==> src/rtl/axis_xbar_pkg.sv <==
// Shared types and helpers for the AXI-Stream crossbar blocks.
// Arbitration modes, arbiter states and pointer arithmetic.
package axis_xbar_pkg;

  typedef enum logic {
    IDLE   = 1'b0,
    ACTIVE = 1'b1
  } arb_state_t;

  localparam int ARB_RR    = 0;
  localparam int ARB_FIXED = 1;

  function automatic int rr_next(
    input int ptr,
    input int n
  );
    return (ptr + 1 >= n) ? 0 : ptr + 1;
  endfunction

endpackage

==> src/rtl/axis_skid_buffer.sv <==
// Two-entry skid buffer with registered outputs and registered
// input ready; sustains one beat per cycle under constant ready.
module axis_skid_buffer #(
  parameter int WIDTH = 8
) (
  input  logic             aclk,
  input  logic             areset,
  input  logic [WIDTH-1:0] s_data,
  input  logic             s_valid,
  output logic             s_ready,
  output logic [WIDTH-1:0] m_data,
  output logic             m_valid,
  input  logic             m_ready
);

  logic             out_valid_q, out_valid_d;
  logic [WIDTH-1:0] out_data_q, out_data_d;
  logic             skid_valid_q, skid_valid_d;
  logic [WIDTH-1:0] skid_data_q, skid_data_d;
  logic             push;

  assign s_ready = ~skid_valid_q;
  assign push    = s_valid & s_ready;
  assign m_valid = out_valid_q;
  assign m_data  = out_data_q;

  always_comb begin
    out_valid_d  = out_valid_q;
    out_data_d   = out_data_q;
    skid_valid_d = skid_valid_q;
    skid_data_d  = skid_data_q;
    if (!out_valid_q || m_ready) begin
      // skid only fills while the output is stalled, so no push here
      if (skid_valid_q) begin
        out_valid_d  = 1'b1;
        out_data_d   = skid_data_q;
        skid_valid_d = 1'b0;
      end else begin
        out_valid_d = push;
        if (push) begin
          out_data_d = s_data;
        end
      end
    end else if (push) begin
      skid_valid_d = 1'b1;
      skid_data_d  = s_data;
    end
  end

  always_ff @(posedge aclk) begin
    if (areset) begin
      out_valid_q  <= 1'b0;
      out_data_q   <= '0;
      skid_valid_q <= 1'b0;
      skid_data_q  <= '0;
    end else begin
      out_valid_q  <= out_valid_d;
      out_data_q   <= out_data_d;
      skid_valid_q <= skid_valid_d;
      skid_data_q  <= skid_data_d;
    end
  end

endmodule

==> src/rtl/axis_rr_packet_arbiter_mx1.sv <==
// Packet-aware M:1 AXI-Stream arbiter, round-robin or fixed priority,
// with a registered skid-buffered output tagged by source channel.
module axis_rr_packet_arbiter_mx1
  import axis_xbar_pkg::*;
#(
  parameter int  CHANNEL_NO = 4,
  parameter int  DATA_WIDTH = 32,
  parameter int  ARB_MODE   = ARB_RR,
  localparam int SEL_WIDTH  = (CHANNEL_NO > 1) ? $clog2(CHANNEL_NO) : 1
) (
  input  logic                  aclk,
  input  logic                  areset,
  input  logic [DATA_WIDTH-1:0] s_axis_tdata [CHANNEL_NO],
  input  logic [CHANNEL_NO-1:0] s_axis_tvalid,
  input  logic [CHANNEL_NO-1:0] s_axis_tlast,
  output logic [CHANNEL_NO-1:0] s_axis_tready,
  output logic [DATA_WIDTH-1:0] m_axis_tdata,
  output logic                  m_axis_tvalid,
  output logic                  m_axis_tlast,
  output logic [SEL_WIDTH-1:0]  m_axis_tid,
  input  logic                  m_axis_tready,
  output logic                  grant_active
);

  localparam int PW = DATA_WIDTH + 1 + SEL_WIDTH;

  arb_state_t           state_q, state_d;
  logic [SEL_WIDTH-1:0] grant_q, grant_d;
  logic [SEL_WIDTH-1:0] rr_ptr_q, rr_ptr_d;
  logic [SEL_WIDTH-1:0] winner, search_base;
  logic                 sel_valid, sel_last;
  logic [DATA_WIDTH-1:0] sel_data;
  logic                 push_valid, buf_ready;
  logic [PW-1:0]        push_data, pop_data;

  // First requester at or after ptr, wrapping at CHANNEL_NO.
  function automatic logic [SEL_WIDTH-1:0] pick(
    input logic [CHANNEL_NO-1:0] req,
    input logic [SEL_WIDTH-1:0]  ptr
  );
    logic [2*CHANNEL_NO-1:0] dbl;
    logic [CHANNEL_NO-1:0]   rot;
    int                      idx;
    pick = '0;
    dbl  = {req, req};
    rot  = CHANNEL_NO'(dbl >> ptr);
    for (int i = CHANNEL_NO - 1; i >= 0; i--) begin
      if (rot[i]) begin
        idx = int'(ptr) + i;
        if (idx >= CHANNEL_NO) begin
          idx = idx - CHANNEL_NO;
        end
        pick = SEL_WIDTH'(idx);
      end
    end
  endfunction

  assign search_base = (ARB_MODE == ARB_FIXED) ? '0 : rr_ptr_q;
  assign winner      = pick(s_axis_tvalid, search_base);

  always_comb begin
    sel_valid = 1'b0;
    sel_last  = 1'b0;
    sel_data  = '0;
    if (int'(grant_q) < CHANNEL_NO) begin
      sel_valid = s_axis_tvalid[grant_q];
      sel_last  = s_axis_tlast[grant_q];
      sel_data  = s_axis_tdata[grant_q];
    end
  end

  always_comb begin
    state_d       = state_q;
    grant_d       = grant_q;
    rr_ptr_d      = rr_ptr_q;
    s_axis_tready = '0;
    push_valid    = 1'b0;
    unique case (state_q)
      IDLE: begin
        if (|s_axis_tvalid) begin
          grant_d = winner;
          state_d = ACTIVE;
        end
      end
      ACTIVE: begin
        s_axis_tready[grant_q] = buf_ready;
        push_valid = sel_valid;
        if (sel_valid && buf_ready && sel_last) begin
          state_d  = IDLE;
          rr_ptr_d = SEL_WIDTH'(rr_next(int'(grant_q), CHANNEL_NO));
        end
      end
      default: begin
        state_d  = IDLE;
        grant_d  = '0;
        rr_ptr_d = '0;
      end
    endcase
  end

  always_ff @(posedge aclk) begin
    if (areset) begin
      state_q  <= IDLE;
      grant_q  <= '0;
      rr_ptr_q <= '0;
    end else begin
      state_q  <= state_d;
      grant_q  <= grant_d;
      rr_ptr_q <= rr_ptr_d;
    end
  end

  assign push_data    = {grant_q, sel_last, sel_data};
  assign grant_active = (state_q == ACTIVE);

  axis_skid_buffer #(
    .WIDTH(PW)
  ) u_skid (
    .aclk   (aclk),
    .areset (areset),
    .s_data (push_data),
    .s_valid(push_valid),
    .s_ready(buf_ready),
    .m_data (pop_data),
    .m_valid(m_axis_tvalid),
    .m_ready(m_axis_tready)
  );

  assign m_axis_tid   = pop_data[PW-1 -: SEL_WIDTH];
  assign m_axis_tlast = pop_data[DATA_WIDTH];
  assign m_axis_tdata = pop_data[DATA_WIDTH-1:0];

endmodule

==> config.mk <==
export PLATFORM = sky130hd
export DESIGN_NAME = axis_rr_packet_arbiter_mx1
export DESIGN_NICKNAME = d
export VERILOG_FILES = /design/src/rtl/axis_xbar_pkg.sv /design/src/rtl/axis_skid_buffer.sv /design/src/rtl/axis_rr_packet_arbiter_mx1.sv
export SDC_FILE = /design/constraint.sdc
export NUM_CORES = 1
export LEC_CHECK = 0
export ABC_AREA = 1
export BUFFER_PORTS_ARGS = -buffer_cell sky130_fd_sc_hd__buf_4
export CORE_ASPECT_RATIO = 0.6
export CORE_MARGIN = 1
export CORE_UTILIZATION = 45
export DETAILED_ROUTE_END_ITERATION = 16
export PLACE_DENSITY = 0.75
export SYNTH_ARGS = -nofsm -noshare
export SYNTH_HDL_FRONTEND = slang
export SYNTH_SLANG_ARGS = --single-unit
==> constraint.sdc <==
create_clock -name aclk -period 1.8 [get_ports aclk]
set_input_delay 0.36 -clock aclk [delete_from_list [all_inputs] [get_ports aclk]]
set_output_delay 0.36 -clock aclk [all_outputs]
set_load 0.005 [all_outputs]
==> impl_metrics.env, run 1 <==
export IMPL_synth_nets=852
export IMPL_route_detailed_drc=0
export IMPL_via_count=5198
export IMPL_overflow=0
export IMPL_yosys_area_top_type="dfxtp_1"
export IMPL_synth_common_cells="nand2_1, nor2_1, dfxtp_1, o21ai_0, a21oi_1"
export IMPL_ys_ff_latch=77
export IMPL_status="finished, final reports clean"
export IMPL_num_antenna_cells=0
export IMPL_synthArstFlopShare_pct=0
export IMPL_post_drt_wl_per_cell_um=13.9
export IMPL_core_area_mm2=0.00936
export IMPL_finalCritPeriodShare_pct=95.3
export IMPL_setup_tns_final_ns=0
export IMPL_dp_hpwl_mm=9.87
export IMPL_area_growth_pct=39.1
export IMPL_required_ns=1.44
export IMPL_yosysWarnings=0
export IMPL_nets=1009
export IMPL_cp_max_fo=19
export IMPL_gp_congestion=0.837
export IMPL_rsz0062_at_grt="true"
export IMPL_p_per_area_mw_per_mm2=979
export IMPL_die_x_um=130
export IMPL_worstMarginPinSlew_ns=0.404
export IMPL_syn_area_mm2=0.00442
export IMPL_synth_top_area_share_pct=34.8
export IMPL_grt_first_pass_wirelength_mm=22.7
export IMPL_reg2reg_from="grant_q[0]"
export IMPL_synth_avg_cell_area_um2=6.24
export IMPL_start_kind="register"
export IMPL_drv_cap=0
export IMPL_r2r_end="u_skid.m_data[21]"
export IMPL_clkTransAtPathRegs_ns=0.06
export IMPL_regToRegSetupSlack_ns=0.18
export IMPL_path_class="register to output port"
export IMPL_hold_path_endpoint="u_skid.skid_valid_q"
export IMPL_p_leak_nw=2.91
export IMPL_clock_sinks=77
export IMPL_htreeDepth=3
export IMPL_cpPeakStageDelay_ns=0.41
export IMPL_portBuffers=179
export IMPL_clk_latency_ns=0.34
export IMPL_synth_main_ff_cell="dfxtp_1"
export IMPL_clock_skew_ns=0.00307
export IMPL_hold_path_class="input pin to register"
export IMPL_crit_path_cell_trace="buf_8 -> ha_1 -> inv_1 -> nor2_1 -> buf_4"
export IMPL_antenna_found_initial=0
export IMPL_netlist_instances=709
export IMPL_final_cells=1001
export IMPL_fin_crit_ns=1.72
export IMPL_ant_nets=0
export IMPL_cts_root_buf="clkbuf_16"
export IMPL_synthTopCellsByArea="dfxtp_1, nand2_1, nor2_1"
export IMPL_start_util_pct=47.3
export IMPL_post_place_ws_ns=0.186
export IMPL_final_max_slew_violation_count=0
export IMPL_viasPerCell=5.19
export IMPL_hold_viol=0
export IMPL_dpl_cell_count=982
export IMPL_grt_pass1_vias=4853
export IMPL_track_usage_pct=28.3
export IMPL_drive_gt1_share_pct=26.1
export IMPL_fmax_mhz=583
export IMPL_io_pins=180
export IMPL_fin_area_mm2=0.00615
export IMPL_dpl_instance_area_mm2=0.00576
export IMPL_peakVddDrop_v=0.000564
export IMPL_critPathSlowestCell="dfxtp_4"
export IMPL_min_from="m_axis_tready"
export IMPL_hold_depth=4
export IMPL_cts_buffer_depth=2
export IMPL_rows=27
export IMPL_synth_most_common_cell="nand2_1"
export IMPL_dr_pass1_iters=5
export IMPL_drt_total_wl_mm=13.9
export IMPL_reg2reg_depth=8
export IMPL_fin_total_pwr_mw=6.02
export IMPL_arrival_ns=1.36
export IMPL_die_area_mm2=0.0102
export IMPL_synth_edff_count=0
export IMPL_drt_iter0_markers=408
export IMPL_yosysSeqAreaShare_pct=34.8
export IMPL_fp_dieH_um=78.8
export IMPL_grt_max_degree=52
export IMPL_critPathCaptureType="output port"
export IMPL_setup_slack_ns=0.0846
export IMPL_cts_tree="built"
export IMPL_postLayoutCoreUtil_pct=65.7
export IMPL_ys_types=31
export IMPL_setup_viol=0
export IMPL_cts_buffers=9
export IMPL_max_slew_margin_pct=73.1
export IMPL_holdWs_ns=0.394
## cell type report
cell class              count  area (um^2)
well taps                 130          163
clock buffers              12          246
flip-flops and latches     77         1550
repair buffers            199         1550
multi-input cells         555         2440
fillers                   817         3210
clock inverters             4         95.1
inverters                  24          104
## metal layers
layer  vias up  global-route usage, %  wire length [um]
met2       234                   46.3              6270
met5         -                      0                 0
met4         0                   7.56               123
met1      2328                   36.7              6370
met3        16                   7.61              1150
li1       2620                      -                 -
## logic make-up after synthesis
group / count (synthesis) / share of synthesized area (%)
simple gates: 370 / 32.7
compound gates: 180 / 21.3
buf+inv: 77 / 9.90
flops: 77 / 34.8
fa+ha+maj: 4 / 1.13
xor+xnor: 1 / 0.198
## power by group
group          internal, mW  switching [mW]
sequential             1.88           0.125
clock                  1.39           0.675
combinational         0.864            1.09
total                  4.14            1.89
## worst max-delay path: cells and delay by family (launching register included)
kind                     cells  cell delay [ns]
flip-flops                   1             0.41
buffers and inverters        3             0.34
adder cells (fa/ha/maj)      1             0.18
AND/OR/NAND/NOR              1             0.10
## worst max-delay path by stage
| stage | from | end | slack (ns) | cells past startpoint |
|---|---|---|---|---|
| after CTS | grant_q[1] | s_axis_tready[3] | 0.01 | 5 |
| after detailed placement | grant_q[0] | rr_ptr_q[0] | 0.19 | 10 |
| after global routing | grant_q[0] | rr_ptr_q[0] | -0.005 | 10 |
| after global placement | grant_q[0] | rr_ptr_q[0] | 0.22 | 10 |
| after floorplan | grant_q[1] | s_axis_tready[0] | 0.37 | 7 |
| final | grant_q[0] | s_axis_tready[3] | 0.08 | 5 |
## layout by cell type, fill, tap and decap left out, drive strengths merged, types with 3 or more instances in the layout
cell type / Yosys / final
a21oi: 40 / 40
buf: 34 / 199
nand3: 23 / 23
o21ai: 112 / 112
bufinv: 0 / 3
clkbuf: 19 / 12
inv: 23 / 23
ha: 4 / 4
o22ai: 26 / 26
dfxtp: 77 / 77
nor2: 132 / 132
nand2: 211 / 211
## sequential cells by signal, summed over array words and instances (netlist names)
name and flops:
u_skid.m_data 35, u_skid.m_valid 1, grant_active 1, grant_q 2, rr_ptr_q 2, u_skid.skid_data_q 35, u_skid.skid_valid_q 1
## repair_timing
action,4_1_cts,5_1_grt
hold buffers,0,0
buffers inserted,3,0
resized for setup,4,5
setup endpoints to repair,2,9
No activity file was read; power rests on OpenSTA's default activity.
==> run 2, diff against run 1 <==
- PLACE_DENSITY: 0.75 -> default
- PLACE_DENSITY_LB_ADDON: default -> 0.08
- TNS_END_PERCENT: default -> 50
==> run 2 against run 1 <==
Compared with the run above: clock skew rose by 0.00054 ns; maximum frequency about the same; die area unchanged; total power is 5.5% higher; setup slack got worse by 0.00080 ns; clock power increased by 7%; sequential share of layout area is 0.74 points lower; first-iteration DRC count is 6.1% lower; register-to-register slack barely moved; non-clock buffer count rose by 10; clock-buffer cell count shrank 1; worst hold slack about the same; largest cell class unchanged; largest power group unchanged.
==> impl_metrics.env, run 2 (synthesis gave the netlist of run 1 again) <==
export IMPL_postLayoutCoreUtil_pct=67.8
export IMPL_start_kind="register"
export IMPL_nets=1019
export IMPL_p_per_area_mw_per_mm2=1000
export IMPL_rsz0062_at_grt="false"
export IMPL_antenna_found_initial=0
export IMPL_status="finished, final reports clean"
export IMPL_cp_max_fo=12
export IMPL_max_slew_margin_pct=71.7
export IMPL_area_growth_pct=43.5
export IMPL_worstMarginPinSlew_ns=0.424
export IMPL_critPathSlowestCell="dfxtp_4"
export IMPL_path_class="register to output port"
export IMPL_num_antenna_cells=0
export IMPL_p_leak_nw=3.01
export IMPL_dp_hpwl_mm=10.0
export IMPL_fmax_mhz=583
export IMPL_io_pins=180
export IMPL_track_usage_pct=28.8
export IMPL_post_drt_wl_per_cell_um=14.9
export IMPL_clock_sinks=77
export IMPL_via_count=5403
export IMPL_cpPeakStageDelay_ns=0.41
export IMPL_cts_buffer_depth=2
export IMPL_cts_tree="built"
export IMPL_ant_nets=0
export IMPL_peakVddDrop_v=0.000538
export IMPL_htreeDepth=3
export IMPL_arrival_ns=1.36
export IMPL_required_ns=1.44
export IMPL_drv_cap=0
export IMPL_final_max_slew_violation_count=0
export IMPL_final_common_cell="nand2_1"
export IMPL_holdWs_ns=0.394
export IMPL_die_area_mm2=0.0102
export IMPL_drt_total_wl_mm=15.0
export IMPL_overflow=0
export IMPL_clock_skew_ns=0.00361
export IMPL_layout_common_cells="nand2_1, buf_4, nor2_1"
export IMPL_clkTransAtPathRegs_ns=0.06
export IMPL_setup_viol=0
export IMPL_drt_iter0_markers=383
export IMPL_core_area_mm2=0.00936
export IMPL_grt_max_degree=43
export IMPL_hold_viol=0
export IMPL_cts_root_buf="clkbuf_16"
export IMPL_portBuffers=179
export IMPL_grt_first_pass_wirelength_mm=23.1
export IMPL_viasPerCell=5.35
export IMPL_hold_path_class="input pin to register"
export IMPL_fp_dieH_um=78.8
export IMPL_cts_buffers=9
export IMPL_drive_gt1_share_pct=27.0
export IMPL_gp_congestion=0.831
export IMPL_fin_crit_ns=1.72
export IMPL_critPathCaptureType="output port"
export IMPL_grt_pass1_vias=4918
export IMPL_dr_pass1_iters=6
export IMPL_start_util_pct=47.3
export IMPL_fillers=849
export IMPL_finalCritPeriodShare_pct=95.3
export IMPL_route_detailed_drc=0
export IMPL_rows=27
export IMPL_crit_path_cell_trace="buf_12 -> ha_1 -> inv_1 -> nor2_1 -> buf_4"
export IMPL_die_x_um=130
export IMPL_clk_latency_ns=0.33
run 2: cell types whose count changed in the layout (fill, tap and decap cells not counted), sizes merged:
cell,change
clkbuf,+2
bufinv,+1
clkinv,-1
bufbuf,+1
buf,+6
run 2: area by class of cell:
cell class              instances  area [um^2]  area share, %
multi-input cells             555         2450           38.5
flip-flops and latches         77         1550           24.4
clock buffers                  11          243           3.82
inverters                      24          104           1.64
repair buffers                209         1720           27.1
well taps                     130          163           2.56
clock inverters                 4          120           1.89
run 2: stage by stage:
step | worst slack [ns] | total power [mW] | cells | cell area, um^2 | setup TNS, ns
after global routing | 0.0185 | 6.70 | 1010 | 6350 | 0
after floorplan | 0.365 | 3.20 | 709 | 4420 | 0
after CTS | -0.0248 | 6.25 | 1003 | 6240 | -0.0248
after global placement | 0.228 | 3.92 | 983 | 5800 | 0
after detailed placement | 0.186 | 3.97 | 983 | 5800 | 0
final | 0.0838 | 6.36 | 1010 | 6350 | 0
run 2: path summary, 6_finish.rpt:
path / start / endpoint / slack, ns / cells after the start
min reg2reg: u_skid.skid_data_q[32] / u_skid.skid_data_q[32] / 0.46 / 2
max: grant_q[0] / s_axis_tready[3] / 0.08 / 5
min: m_axis_tready / u_skid.skid_valid_q / 0.39 / 4
max reg2reg: grant_q[1] / u_skid.skid_data_q[12] / 0.17 / 9
run 2: report_power, final:
part	switching, mW	internal, mW	total [mW]
Combinational	1.16	0.971	2.13
Clock	0.684	1.53	2.21
Sequential	0.133	1.88	2.02
run 2: critical path: cells and delay by family (launching register included):
family,cells,cell delay [ns]
flip-flops,1,0.41
adder cells (fa/ha/maj),1,0.18
buffers and inverters,3,0.33
AND/OR/NAND/NOR,1,0.10
run 2: per-layer routing:
layer | wire (um) | GRT usage [%]
met1 | 6600 | 38.5
met2 | 6820 | 46.5
met3 | 1250 | 6.81
met4 | 337 | 7.91
met5 | 0 | 0
run 2: what timing repair did:
item,CTS,global route
hold buffers,0,0
buffers inserted,4,4
cloned,1,3
gates resized for setup,3,3
setup endpoints to repair,3,4
==> run 3, diff against run 2 <==
- CORE_ASPECT_RATIO: 0.6 -> default
==> run 3 against run 2 <==
Compared with the run above: first-iteration DRC count fell by 41%; non-clock buffer count is 3 lower; total power shrank 14%; sequential power about the same; global-route usage is 2.7 points lower; critical path type unchanged; die area is 0.13% lower; highest routed layer unchanged; via count shrank 4.8%; clock-buffer cell count unchanged; sequential share of layout area rose by 0.79 points.
==> impl_metrics.env, run 3 (synthesis gave the netlist of run 1 again) <==
export IMPL_status="finished, final reports clean"
export IMPL_fmax_mhz=581
export IMPL_route_detailed_drc=0
export IMPL_post_drt_wl_per_cell_um=13.6
export IMPL_critPathCaptureType="output port"
export IMPL_clock_skew_ns=0.0119
export IMPL_final_cells=1006
export IMPL_arrival_ns=1.36
export IMPL_cpPeakStageDelay_ns=0.41
export IMPL_cts_tree="built"
export IMPL_layout_common_cells="nand2_1, buf_4, nor2_1"
export IMPL_grt_pass1_vias=4691
export IMPL_fin_crit_ns=1.72
export IMPL_cts_root_buf="clkbuf_8"
export IMPL_dpl_cell_count=983
export IMPL_viasPerCell=5.11
export IMPL_cp_max_fo=6
export IMPL_p_per_area_mw_per_mm2=889
export IMPL_clkTransAtPathRegs_ns=0.08
export IMPL_overflow=0
export IMPL_worstMarginPinSlew_ns=0.424
export IMPL_hold_path_class="input pin to register"
export IMPL_core_area_mm2=0.00937
export IMPL_final_max_slew_violation_count=0
export IMPL_required_ns=1.44
export IMPL_nets=1016
export IMPL_track_usage_pct=26.1
export IMPL_start_util_pct=47.2
export IMPL_clk_latency_ns=0.35
export IMPL_max_slew_margin_pct=71.7
export IMPL_via_count=5143
export IMPL_finalCritPeriodShare_pct=95.7
export IMPL_setup_viol=0
export IMPL_area_growth_pct=38.8
export IMPL_drv_cap=0
export IMPL_portBuffers=179
export IMPL_p_leak_nw=2.92
export IMPL_dp_hpwl_mm=9.40
export IMPL_postLayoutCoreUtil_pct=65.5
export IMPL_start_kind="register"
export IMPL_dr_pass1_iters=5
export IMPL_hold_viol=0
export IMPL_die_area_mm2=0.0102
export IMPL_path_class="register to output port"
export IMPL_cts_buffers=9
export IMPL_grt_max_degree=43
export IMPL_setup_tns_final_ns=0
export IMPL_io_pins=180
export IMPL_fp_dieH_um=101
export IMPL_die_x_um=101
export IMPL_drt_total_wl_mm=13.7
export IMPL_drt_iter0_markers=225
export IMPL_clock_sinks=77
export IMPL_crit_path_cell_trace="inv_6 -> buf_16 -> ha_1 -> inv_1 -> nor2_1 -> buf_4"
export IMPL_antenna_found_initial=0
export IMPL_rsz0062_at_grt="true"
export IMPL_cts_buffer_depth=2
export IMPL_critPathSlowestCell="dfxtp_4"
export IMPL_gp_congestion=0.829
export IMPL_num_antenna_cells=0
export IMPL_ant_nets=0
export IMPL_peakVddDrop_v=0.000420
export IMPL_fin_total_pwr_mw=5.46
export IMPL_drive_gt1_share_pct=26.9
export IMPL_rows=35
export IMPL_htreeDepth=3
export IMPL_grt_first_pass_wirelength_mm=21.3
export IMPL_final_common_cell="nand2_1"
run 3: cell types whose count changed in the layout (fill, tap and decap cells not counted), sizes merged:
cell,before,now
buf,205,203
bufinv,4,2
clkbuf,14,12
bufbuf,1,2
clkinv,1,2
clkinvlp,0,1
run 3: layout make-up:
type / instances / area [um^2]
fillers: 895 / 3230
multi-input cells: 555 / 2450
repair buffers: 206 / 1670
flip-flops and latches: 77 / 1550
well taps: 129 / 161
clock buffers: 11 / 141
inverters: 24 / 101
clock inverters: 4 / 72.6
run 3: metrics by stage:
stage	instance area (um^2)	hold WS, ns	worst slack [ns]
after CTS	6070	0.385	0.0119
after global placement	5760	0.442	0.146
after floorplan	4420	0.425	0.365
after global routing	6140	0.405	-0.000823
after detailed placement	5760	0.442	0.120
final	6140	0.399	0.0781
run 3: power breakdown:
part           leakage (nW)  total (mW)  switching (mW)  internal [mW]
Combinational          2.19        2.04            1.10          0.936
Clock                 0.105        1.42           0.614          0.810
Sequential            0.629        2.00           0.119           1.88
Total                  2.92        5.46            1.83           3.63
run 3: worst paths after layout:
kind | end | depth (start not counted) | slack, ns | from
setup / recovery | s_axis_tready[0] | 6 | 0.08 | grant_q[0]
setup reg to reg | rr_ptr_q[0] | 12 | 0.20 | grant_q[0]
hold / removal | u_skid.skid_valid_q | 4 | 0.40 | m_axis_tready
hold reg to reg | u_skid.skid_data_q[32] | 2 | 0.45 | u_skid.skid_data_q[32]
run 3: metal layers:
metal  wire length (um)  share of wire, %  GRT usage, %  vias up
met3                828               6.1          4.83       13
met4                137               1.0          5.91        0
met2               6570                48          46.5      172
li1                   -                 -             -     2635
met5                  0                 0             0        -
met1               6150                45          32.7     2323
run 3: worst max-delay path, delay by kind of cell, from the launching register on:
family,cells,cell delay (ns)
AND/OR/NAND/NOR,1,0.04
adder cells (fa/ha/maj),1,0.18
buffers and inverters,4,0.38
flip-flops,1,0.41
run 3: repair_timing:
action / in CTS / in global routing
setup buffers: 0 / 5
hold buffers: 0 / 0
cloned: 2 / 1
resized for setup: 6 / 5
endpoints found under the setup margin: 4 / 25
